## src/rtl/spw_rx_fifo_credit_pkg.sv

```systemverilog
// Shared constants, FCT FSM encoding and width helper for the SpaceWire RX FIFO.
package spw_fifo_pkg;

    // Default flow-control parameters (ECSS-E-ST-50-12C link layer)
    localparam int unsigned SPW_MAX_CREDIT = 56;
    localparam int unsigned SPW_FCT_CHUNK  = 8;

    // FCT request handshake states
    typedef enum logic [1:0] {
        FCT_IDLE   = 2'd0,
        FCT_REQ    = 2'd1,
        FCT_SETTLE = 2'd2
    } fct_state_e;

    // Ceiling log2, used to size the credit counter so MAX_CREDIT fits
    function automatic int unsigned clog2(input int unsigned value);
        int unsigned result;
        result = 0;
        for (int i = 0; i < 32; i++) begin
            if ((32'd1 << i) < value) begin
                result = i + 1;
            end
        end
        return result;
    endfunction

endpackage

```

## src/rtl/spw_rx_fifo_credit_if.sv

```systemverilog
// Host/receiver/TX-side signal bundle of the RX FIFO.
interface spw_rx_fifo_credit_if
    import spw_fifo_pkg::*;
#(
    parameter int unsigned DWIDTH = 9,
    parameter int unsigned AWIDTH = 6,
    parameter int unsigned CWIDTH = clog2(SPW_MAX_CREDIT + 1)
);
    logic              clear;
    logic              link_en;
    logic              wr_en;
    logic [DWIDTH-1:0] data_in;
    logic              rd_en;
    logic [DWIDTH-1:0] data_out;
    logic              rd_valid;
    logic              full;
    logic              empty;
    logic [AWIDTH:0]   count;
    logic [CWIDTH-1:0] credit;
    logic              fct_req;
    logic              fct_ack;
    logic              credit_error;

    // FIFO side
    modport slave (
        input  clear, link_en, wr_en, data_in, rd_en, fct_ack,
        output data_out, rd_valid, full, empty, count, credit, fct_req, credit_error
    );

    // Environment side (receiver, host, TX)
    modport master (
        output clear, link_en, wr_en, data_in, rd_en, fct_ack,
        input  data_out, rd_valid, full, empty, count, credit, fct_req, credit_error
    );
endinterface

```

## src/rtl/spw_rx_fifo_credit_mem_dp_sync.sv

```systemverilog
// Simple dual-port RAM: synchronous write port, registered read port (read-first).
module mem_dp_sync #(
    parameter int unsigned DWIDTH = 9,
    parameter int unsigned AWIDTH = 6
) (
    input  logic              clock,
    input  logic              reset,
    input  logic              i_wr_en,
    input  logic [AWIDTH-1:0] i_wr_addr,
    input  logic [DWIDTH-1:0] i_wr_data,
    input  logic              i_rd_en,
    input  logic [AWIDTH-1:0] i_rd_addr,
    output logic [DWIDTH-1:0] o_rd_data
);
    localparam int unsigned DEPTH = 1 << AWIDTH;

    logic [DWIDTH-1:0] r_mem [DEPTH];
    logic [DWIDTH-1:0] r_rd_data;

    // Write port; storage is never reset
    always_ff @(posedge clock) begin
        if (i_wr_en) begin
            r_mem[i_wr_addr] <= i_wr_data;
        end
    end

    // Registered read; returns the old word when the same slot is written (full FIFO)
    always_ff @(posedge clock or negedge reset) begin
        if (!reset) begin
            r_rd_data <= '0;
        end else if (i_rd_en) begin
            r_rd_data <= r_mem[i_rd_addr];
        end
    end

    assign o_rd_data = r_rd_data;
endmodule

```

## src/rtl/spw_rx_fifo_credit.sv

```systemverilog
// SpaceWire RX FIFO with credit accounting and FCT request handshake.
module spw_rx_fifo_credit
    import spw_fifo_pkg::*;
#(
    parameter int unsigned DWIDTH     = 9,
    parameter int unsigned AWIDTH     = 6,
    parameter int unsigned FCT_CHUNK  = SPW_FCT_CHUNK,
    parameter int unsigned MAX_CREDIT = SPW_MAX_CREDIT
) (
    input  logic                 clock,
    input  logic                 reset,
    spw_rx_fifo_credit_if.slave  bus
);
    localparam int unsigned       DEPTH      = 1 << AWIDTH;
    localparam int unsigned       CWIDTH     = clog2(MAX_CREDIT + 1);
    localparam logic [AWIDTH:0]   C_DEPTH    = (AWIDTH + 1)'(DEPTH);
    localparam logic [CWIDTH-1:0] C_CHUNK    = CWIDTH'(FCT_CHUNK);
    localparam logic [CWIDTH-1:0] C_CHUNK_M1 = CWIDTH'(FCT_CHUNK - 1);
    localparam logic [CWIDTH-1:0] C_ONE      = CWIDTH'(1);

    logic [AWIDTH-1:0] r_wr_ptr;
    logic [AWIDTH-1:0] r_rd_ptr;
    logic [AWIDTH:0]   r_count;
    logic              r_full;
    logic              r_empty;
    logic [CWIDTH-1:0] r_credit;
    logic              r_credit_error;
    logic              r_rd_valid;
    fct_state_e        r_state;

    logic              w_wr;
    logic              w_rd;
    logic              w_ack;
    logic              w_eligible;
    logic [AWIDTH:0]   w_count_next;
    logic [CWIDTH-1:0] w_credit_next;
    fct_state_e        w_state_next;
    logic [DWIDTH-1:0] w_rd_data;

    // A read frees a slot in the same cycle, so a full FIFO still takes a write alongside it
    assign w_rd  = bus.rd_en && !r_empty;
    assign w_wr  = bus.wr_en && (!r_full || w_rd);
    // Ack only counts while the request is live; a dropped link abandons it
    assign w_ack = (r_state == FCT_REQ) && bus.fct_ack && bus.link_en;

    // Request another FCT only if the buffer can absorb the extra chunk and the credit cap holds
    assign w_eligible = ((32'(r_count) + 32'(r_credit) + FCT_CHUNK) <= DEPTH) &&
                        ((32'(r_credit) + FCT_CHUNK) <= MAX_CREDIT);

    // Occupancy and credit next-values
    always_comb begin
        w_count_next  = r_count;
        w_credit_next = r_credit;
        case ({w_wr, w_rd})
            2'b10:   w_count_next = r_count + 1'b1;
            2'b01:   w_count_next = r_count - 1'b1;
            default: w_count_next = r_count;
        endcase
        if (w_ack && w_wr) begin
            w_credit_next = r_credit + C_CHUNK_M1;
        end else if (w_ack) begin
            w_credit_next = r_credit + C_CHUNK;
        end else if (w_wr && (r_credit != '0)) begin
            w_credit_next = r_credit - C_ONE;
        end
    end

    // FCT request FSM next state
    always_comb begin
        w_state_next = r_state;
        case (r_state)
            FCT_IDLE: begin
                if (bus.link_en && w_eligible) begin
                    w_state_next = FCT_REQ;
                end
            end
            FCT_REQ: begin
                if (!bus.link_en) begin
                    w_state_next = FCT_IDLE;
                end else if (bus.fct_ack) begin
                    w_state_next = FCT_SETTLE;
                end
            end
            FCT_SETTLE: w_state_next = FCT_IDLE;
            default:    w_state_next = FCT_IDLE;
        endcase
    end

    // Pointers, flags, credit and FSM state; clear flushes everything but memory contents
    always_ff @(posedge clock or negedge reset) begin
        if (!reset) begin
            r_wr_ptr       <= '0;
            r_rd_ptr       <= '0;
            r_count        <= '0;
            r_full         <= 1'b0;
            r_empty        <= 1'b1;
            r_credit       <= '0;
            r_credit_error <= 1'b0;
            r_rd_valid     <= 1'b0;
            r_state        <= FCT_IDLE;
        end else if (bus.clear) begin
            r_wr_ptr       <= '0;
            r_rd_ptr       <= '0;
            r_count        <= '0;
            r_full         <= 1'b0;
            r_empty        <= 1'b1;
            r_credit       <= '0;
            r_credit_error <= 1'b0;
            r_rd_valid     <= 1'b0;
            r_state        <= FCT_IDLE;
        end else begin
            if (w_wr) begin
                r_wr_ptr <= r_wr_ptr + 1'b1;
            end
            if (w_rd) begin
                r_rd_ptr <= r_rd_ptr + 1'b1;
            end
            r_count    <= w_count_next;
            r_full     <= (w_count_next == C_DEPTH);
            r_empty    <= (w_count_next == '0);
            r_credit   <= w_credit_next;
            r_rd_valid <= w_rd;
            r_state    <= w_state_next;
            if (bus.wr_en && (r_credit == '0)) begin
                r_credit_error <= 1'b1;
            end
        end
    end

    mem_dp_sync #(
        .DWIDTH (DWIDTH),
        .AWIDTH (AWIDTH)
    ) u_mem (
        .clock     (clock),
        .reset     (reset),
        .i_wr_en   (w_wr && !bus.clear),
        .i_wr_addr (r_wr_ptr),
        .i_wr_data (bus.data_in),
        .i_rd_en   (w_rd && !bus.clear),
        .i_rd_addr (r_rd_ptr),
        .o_rd_data (w_rd_data)
    );

    assign bus.data_out     = w_rd_data;
    assign bus.rd_valid     = r_rd_valid;
    assign bus.full         = r_full;
    assign bus.empty        = r_empty;
    assign bus.count        = r_count;
    assign bus.credit       = r_credit;
    assign bus.fct_req      = (r_state == FCT_REQ);
    assign bus.credit_error = r_credit_error;
endmodule
```

## src/flat_wrapper.sv

```systemverilog
// flat-port wrapper written by rule: the top's interface ports become plain ports
module spw_rx_fifo_credit_flat import spw_fifo_pkg::*;
#(
    parameter int unsigned DWIDTH     = 9,
    parameter int unsigned AWIDTH     = 6,
    parameter int unsigned FCT_CHUNK  = SPW_FCT_CHUNK,
    parameter int unsigned MAX_CREDIT = SPW_MAX_CREDIT
)
  (clock, reset, bus_clear, bus_link_en, bus_wr_en, bus_data_in, bus_rd_en, bus_fct_ack, bus_data_out, bus_rd_valid, bus_full, bus_empty, bus_count, bus_credit, bus_fct_req, bus_credit_error);
  spw_rx_fifo_credit_if #(.DWIDTH(DWIDTH), .AWIDTH(AWIDTH)) bus_i ();
  input  logic clock;
  input  logic reset;
  input wire logic [$bits(bus_i.clear)-1:0] bus_clear;
  input wire logic [$bits(bus_i.link_en)-1:0] bus_link_en;
  input wire logic [$bits(bus_i.wr_en)-1:0] bus_wr_en;
  input wire logic [$bits(bus_i.data_in)-1:0] bus_data_in;
  input wire logic [$bits(bus_i.rd_en)-1:0] bus_rd_en;
  input wire logic [$bits(bus_i.fct_ack)-1:0] bus_fct_ack;
  output wire logic [$bits(bus_i.data_out)-1:0] bus_data_out;
  output wire logic [$bits(bus_i.rd_valid)-1:0] bus_rd_valid;
  output wire logic [$bits(bus_i.full)-1:0] bus_full;
  output wire logic [$bits(bus_i.empty)-1:0] bus_empty;
  output wire logic [$bits(bus_i.count)-1:0] bus_count;
  output wire logic [$bits(bus_i.credit)-1:0] bus_credit;
  output wire logic [$bits(bus_i.fct_req)-1:0] bus_fct_req;
  output wire logic [$bits(bus_i.credit_error)-1:0] bus_credit_error;
  assign bus_i.clear = bus_clear;
  assign bus_i.link_en = bus_link_en;
  assign bus_i.wr_en = bus_wr_en;
  assign bus_i.data_in = bus_data_in;
  assign bus_i.rd_en = bus_rd_en;
  assign bus_i.fct_ack = bus_fct_ack;
  assign bus_data_out = bus_i.data_out;
  assign bus_rd_valid = bus_i.rd_valid;
  assign bus_full = bus_i.full;
  assign bus_empty = bus_i.empty;
  assign bus_count = bus_i.count;
  assign bus_credit = bus_i.credit;
  assign bus_fct_req = bus_i.fct_req;
  assign bus_credit_error = bus_i.credit_error;
  spw_rx_fifo_credit #(.DWIDTH(DWIDTH), .AWIDTH(AWIDTH), .FCT_CHUNK(FCT_CHUNK), .MAX_CREDIT(MAX_CREDIT)) u_core (.clock(clock), .reset(reset), .bus(bus_i));
endmodule
```

## config.mk

```make
export PLATFORM = sky130hd
export DESIGN_NAME = spw_rx_fifo_credit_flat
export DESIGN_NICKNAME = d
export VERILOG_FILES = /design/src/rtl/spw_rx_fifo_credit_pkg.sv /design/src/rtl/spw_rx_fifo_credit_if.sv /design/src/rtl/spw_rx_fifo_credit_mem_dp_sync.sv /design/src/rtl/spw_rx_fifo_credit.sv /design/src/flat_wrapper.sv
export SDC_FILE = /design/constraint.sdc
export NUM_CORES = 1
export LEC_CHECK = 0
export BUFFER_PORTS_ARGS = -buffer_cell sky130_fd_sc_hd__buf_2
export CAP_MARGIN = 20
export CORE_MARGIN = 3
export CORE_UTILIZATION = 40
export DETAILED_ROUTE_END_ITERATION = 6
export PLACE_DENSITY = 0.63
export SYNTH_ARGS = -nofsm -noshare
export SYNTH_HDL_FRONTEND = slang
export SYNTH_SLANG_ARGS = --single-unit
```

## constraint.sdc

```tcl
create_clock -name clock -period 4.9 [get_ports clock]
set_input_delay 0.245 -clock clock [delete_from_list [all_inputs] [get_ports clock]]
set_output_delay 0.245 -clock clock [all_outputs]
set_load 0.1 [all_outputs]
```

### Word-level counts from Yosys, hierarchy flattened

Memory sizes are Yosys's and may differ from the RTL's. A register that Yosys moved wholly into a read port is not among the register bits.
Cells that the tools add are included.

* add/sub/neg operators: 10
* magnitude comparators: 2
* equal/unequal tests: 6
* muxes and demuxes: 22
* reduce and logical (&&, ||, !) cells: 25

Operator list (count)
* 2-to-1 mux 6 bit: 8
* adder 32 x 4 -> 32 bit (second input constant): 1
* less-or-equal comparator 32 x 6 -> 1 bit (second input constant): 1
* less-or-equal comparator 32 x 7 -> 1 bit (second input constant): 1
* case mux 7 bit (2 select lines): 1
* adder 6 x 1 -> 6 bit (second input constant): 2
* logical AND 1 bit: 11
* adder 7 x 6 -> 8 bit: 1
* 2-to-1 mux 2 bit: 4
* adder 6 x 4 -> 7 bit (second input constant): 1
* adder 7 x 1 -> 7 bit (second input constant): 1
* equality test 7 bit (second input constant): 1
* zero test 7 bit: 1
* 2-to-1 mux 1 bit: 7
* 2-to-1 mux 7 bit: 1
* subtractor 7 x 1 -> 7 bit (second input constant): 1
* adder 6 x 3 -> 6 bit (second input constant): 1
* adder 6 x 4 -> 6 bit (second input constant): 1
* zero test 6 bit: 1
* nonzero test 2 bit: 3
* nonzero test 6 bit: 1
* subtractor 6 x 1 -> 6 bit (second input constant): 1
* equality test 2 x 1 -> 1 bit (second input constant): 2
* zero test 1 bit: 4
* other kinds (8): 8

* register bits: 31
* memory bits (writable): 576
* input bits: 16
* output and inout bits: 27
* word-level logic and storage cells: 75
* memories kept: 1

Memory list
* u_core.u_mem.r_mem: words 64, bits a word 9, read ports 1, clocked after memory_dff 1, write ports 1, RTL line spw_rx_fifo_credit_mem_dp_sync.sv:17 `logic [DWIDTH-1:0] r_mem [DEPTH];`

### Longest topological paths before layout

* depth after elaboration: 9
* gate-level depth with buffers: 11
* mapped depth without buffers: 11

### Modules after synthesis

Synthesis repeated with hierarchy kept, for this count alone.

* cell total of the unflattened synthesis: 1302
* area, all modules: 25090.3 um2

By module, submodules not included
* mem_dp_sync: times used 1, cells each 1041, area each 22768.1 um2, seq. area each 17521.8 um2
* spw_rx_fifo_credit: times used 1, cells each 261, area each 2322.2 um2, seq. area each 777.0 um2

### Worst setup path after synthesis

OpenSTA, ideal clock, no wires.

* kind: reg2reg
* from: register u_core.r_full, in the netlist u_core.bus.full
* to: register u_core.r_empty, in the netlist u_core.bus.empty
* library setup time: 0.073 ns
* arrival time: 3.184 ns
* required time: 4.827 ns
* setup slack: 1.642 ns
* cell stages (with the launch flop): 11
* path buffers: 0
* clock period less this slack: 3.258 ns
* cell sequence: dfrtp_1 > a21boi_4 > clkinv_1 > ha_1 > fa_1 > a21oi_1 > o21bai_1 > xor2_1 > a2111oi_0 > o211ai_1 > a21oi_1

* cells in the longest elaborated chain, start to end: 7
* elaborated cells on any way between the ends: 8
* those cells by class: eq/ne (2); mux (2); reduce/logical (4)

RTL lines
* start: declaration: RTL line spw_rx_fifo_credit.sv:24 `logic r_full;`
* start signal: assignment: RTL line spw_rx_fifo_credit.sv:119 `r_full <= (w_count_next == C_DEPTH);`
* zero test 1 bit *: RTL line spw_rx_fifo_credit.sv:42 `assign w_wr = bus.wr_en && (!r_full || w_rd);`
* logical OR 1 bit *: RTL line spw_rx_fifo_credit.sv:42
* logical AND 1 bit *: RTL line spw_rx_fifo_credit.sv:42
* equality test 2 x 1 -> 1 bit / equality test 2 bit (equally long branches): RTL line spw_rx_fifo_credit.sv:54 `case ({w_wr, w_rd})`
* case mux 7 bit (2 select lines) *: RTL line spw_rx_fifo_credit.sv:54
* zero test 7 bit *: RTL line spw_rx_fifo_credit.sv:120 `r_empty <= (w_count_next == '0);`
* 2-to-1 mux 1 bit *: RTL line spw_rx_fifo_credit.sv:101 `end else if (bus.clear) begin`
* end signal: assignment: RTL line spw_rx_fifo_credit.sv:120
* end: declaration: RTL line spw_rx_fifo_credit.sv:25 `logic r_empty;`

Every way passes the cells marked *; elsewhere a longest branch is shown, timed or not.
A chain may end at the register's enable or synchronous reset.

### Worst setup path in the final report

* from: register u_core.r_empty, in the netlist u_core.bus.empty
* to: register u_core.r_full, in the netlist u_core.bus.full

* cells in the longest elaborated chain, start to end: 8
* elaborated cells on any way between the ends: 9
* those cells by class: eq/ne (3); mux (2); reduce/logical (4)

RTL lines
* zero test 1 bit *: RTL line spw_rx_fifo_credit.sv:41 `assign w_rd = bus.rd_en && !r_empty;`
* logical AND 1 bit *: RTL line spw_rx_fifo_credit.sv:41
* logical OR 1 bit: RTL line spw_rx_fifo_credit.sv:42
* logical AND 1 bit: RTL line spw_rx_fifo_credit.sv:42
* equality test 2 x 1 -> 1 bit / equality test 2 bit (equally long branches): RTL line spw_rx_fifo_credit.sv:54
* case mux 7 bit (2 select lines) *: RTL line spw_rx_fifo_credit.sv:54
* equality test 7 bit *: RTL line spw_rx_fifo_credit.sv:119
* 2-to-1 mux 1 bit *: RTL line spw_rx_fifo_credit.sv:101

Marks and branches as above.

==> summary.txt <==
Status
  • Status: finished clean

Floorplan
  • # rows: 90
  • Die width: 256 um
  • I/O Pins: 43
  • Core Region: 61,000 um2
  • Starting Density: 40.9%
  • Die area: 65,500 um2
  • Die Span Y: 256 um

Setup path
  • CP Capture Type: register
  • Worst r2r path cells: 11
  • Crit path cell chain: nand2b_4 -> a21boi_4 -> clkinv_1 -> ha_1 -> fa_1 -> a21oi_1 -> o21bai_1 -> xor2_1 -> a2111oi_0 -> o211ai_1 -> nor3_1
  • Crit-path slowest cell: fa_1
  • CP Class: register to register
  • CP required: 5.43 ns
  • Bufs and invs on worst path: 1
  • CP Max Fanout: 11
  • Crit-path max cell delay: 0.46 ns
  • CP arrival: 3.87 ns
  • Crit path depth: 11
  • Worst setup SP type: register
  • Top delay family on crit path: compound AO/OA/AOI/OAI gates

Placed design
  • Pre-CTS setup slack: 1.58 ns
  • Final GP Congestion: 0.859
  • Hpwl dp: 32.1 mm
  • Buffers added on ports: 42

Timing
  • Relative slew slack: 25.8%
  • Max Slew Vio Count: 0
  • TNS Setup: 0 ns
  • Worst setup margin: 1.55 ns
  • Unrepaired setup endpoints after global routing: no
  • Worst Skew: 0.0271 ns
  • Period minus WS final: 3.35 ns
  • Final Hold Fails: 0
  • Worst-Margin Slew: 1.11 ns
  • Tcrit/Tclk final: 68.3%
  • Peak Freq: 299 MHz
  • Number of setup violations in the final report: 0

Synthesis
  • Synth Area in Compound Gates: 4.43%
  • Post-synthesis sequential area ratio: 73.3%
  • Simple-gate share of the synthesized area: 4.95%
  • Netlist cell types: 60
  • Synth Register Bits: 616
  • Adder-cell share of the synthesized area: 1.11%
  • Post-synthesis mux area share: 13.3%
  • Xor/xnor share of the synthesized area: 0.842%
  • Async set or reset register ratio after synthesis: 6.49%
  • Mean Syn Cell Area: 17.8 um2
  • Mapped cell area: 25,000 um2
  • Syn_nets: 1,437
  • YS warnings: 0
  • Top FF cell, synth: edfxtp_1
  • Largest family of logic cells by synthesized area: multiplexers
  • Number of synthesized flops with an enable pin: 576
  • Gate Count Post-Synth: 1,400
  • Top post-synthesis cells by area: edfxtp_1 (69%), mux4_2 (7.8%), mux2i_1 (5.1%)
  • Area leader, netlist: edfxtp_1
  • Synth top area share: 69.3%

Detailed routing
  • Drt pass-1 iters: 5
  • Via density per instance: 5.47
  • Routed len/inst: 22.9 um
  • Total wire length: 53.6 mm
  • ANT nets after route: 0
  • Vias post-DR: 12,800
  • DRC viols: 0
  • DR iter-0 viols: 1,131

Worst hold path
  • HP Class: input port to register
  • WHS Path Cells: 5

GRT
  • GRT Util Overall: 16.3%
  • Global route total overflow: 0
  • Global-route wire length before repair: 81.1 mm
  • Pin count of the biggest net entering global routing: 65
  • Number of global-route vias before repair: 12,900
  • Initial antenna violation count: 0

Cells and area
  • Synth-to-Final Area Change: 12.1%
  • Antenna diodes: 0
  • Final Net Count: 1,501
  • Most frequent cells in the layout: edfxtp_1 (576), mux2i_1 (126), nor2_1 (98), mux4_2 (87), nand2_1 (67)
  • Layout cells sized above 1: 16.7%
  • Most common cell after layout, fill and taps aside: edfxtp_1
  • Final core occ: 45.9%
  • # fillers: 5,260

Clocking
  • Clk_lat worst skew: 0.64 ns
  • # H-tree levels: 2
  • Root Driver: clkbuf_16
  • Max clock buf depth: 3
  • # clock sinks: 616
  • Worst-path clk slew: 0.06 ns
  • CTS tree: built
  • Cts bufs inserted: 59

Power and ir drop
  • Power, Total: 13,100 uW
  • Leakage Power: 0.00891 uW
  • Peak supply drop: 0.361 mV
  • Power Dens Cells: 469 nW/um2

Job
  • Max cap viols: 0
## what timing repair did
item                       CTS  global route
setup buffers                0             0
setup endpoints to repair    0             0
hold endpoints to repair    43             0
resized for setup            0             0
hold buffers                 5             0
## flip-flops by register name, summed over array words and instances (netlist names)
name                     flops
u_core.u_mem.r_mem         576
u_core.u_mem.o_rd_data       9
u_core.bus.count             7
u_core.bus.credit            6
u_core.r_rd_ptr              6
u_core.r_wr_ptr              6
u_core.r_state               2
u_core.bus.credit_error      1
u_core.bus.empty             1
u_core.bus.full              1
u_core.bus.rd_valid          1
## per-layer routing
metal	wire length [um]	GRT usage, %	up-vias
li1	-	-	5707
met5	0	0	-
met4	1750	5.56	0
met3	3060	3.31	92
met1	23300	22.5	6640
met2	25500	26.0	356
## power breakdown
part / switching, uW / total (uW) / internal (uW)
logic: 1670 / 2530 / 860
registers: 189 / 6050 / 5860
clock network: 1910 / 4540 / 2630
## cell type report
class,count,area [um2],share of cell area [%]
Timing Repair Buffer,75,499,1.78
Clock buffer,81,1620,5.79
Inverter,12,45.0,0.161
Clock inverter,26,318,1.14
Sequential cell,616,18300,65.4
Tap cell,828,1040,3.70
Multi-Input combinational cell,700,6160,22.0
## worst reg2reg max path: stages (launching register included)
cell,delay (ns)
dfstp_2,0.37
nand2b_4,0.16
a21boi_4,0.25
clkinv_1,0.27
ha_1,0.41
fa_1,0.46
a21oi_1,0.26
o21bai_1,0.11
xor2_1,0.16
a2111oi_0,0.43
o211ai_1,0.20
nor3_1,0.19
## cells in the mapped netlist, drive strengths merged (5+ instances only)
master    n
edfxtp  576
mux2i   126
nor2     98
mux4     91
nand2    67
a21oi    51
buf      49
dfrtp    39
o22ai    27
o21ai    26
nand3    24
clkbuf   23
ha       19
nor3     18
nor2b    16
a211oi   14
nor4     12
xnor2    12
xor2     12
inv      11
a221oi   10
o32ai     9
a22oi     8
nand2b    6
o211ai    5
## worst paths after layout
kind / startpoint / endpoint / slack [ns]
max: u_core.bus.empty$_DFF_PN1_ / u_core.bus.full$_DFF_PN0_ / 1.55
min: bus_link_en / u_core.r_state[0]$_DFFE_PN0P_ / 0.11
max reg2reg: u_core.bus.empty$_DFF_PN1_ / u_core.bus.full$_DFF_PN0_ / 1.55
min reg2reg: u_core.bus.credit_error$_DFFE_PN0P_ / u_core.bus.credit_error$_DFFE_PN0P_ / 0.53
max in group asynchronous: reset / u_core.r_rd_ptr[0]$_DFFE_PN0P_ / 4.19
min in group asynchronous: reset / u_core.bus.count[5]$_DFF_PN0_ / 0.25
## kinds of logic (layout without fill, tap and decap cells)
group,after synthesis,count (layout)
compound gates,171,171
xor+xnor,24,24
fa+ha+maj,21,21
buf+inv,84,194
flops,616,616
mux,217,217
simple gates,267,267
## per-stage QoR
stage / cell area [um2] / instances / hold slack (ns)
6_report: 28000 / 2338 / 0.110
5_1_grt: 28000 / 2338 / 0.129
4_1_cts: 28000 / 2334 / 0.0694
3_5_place_dp: 26000 / 2222 / 0.360
3_3_place_gp: 26000 / 2222 / 0.351
2_1_floorplan: 25000 / 1400 / -0.0506
Power figures use the tool's default switching activity.
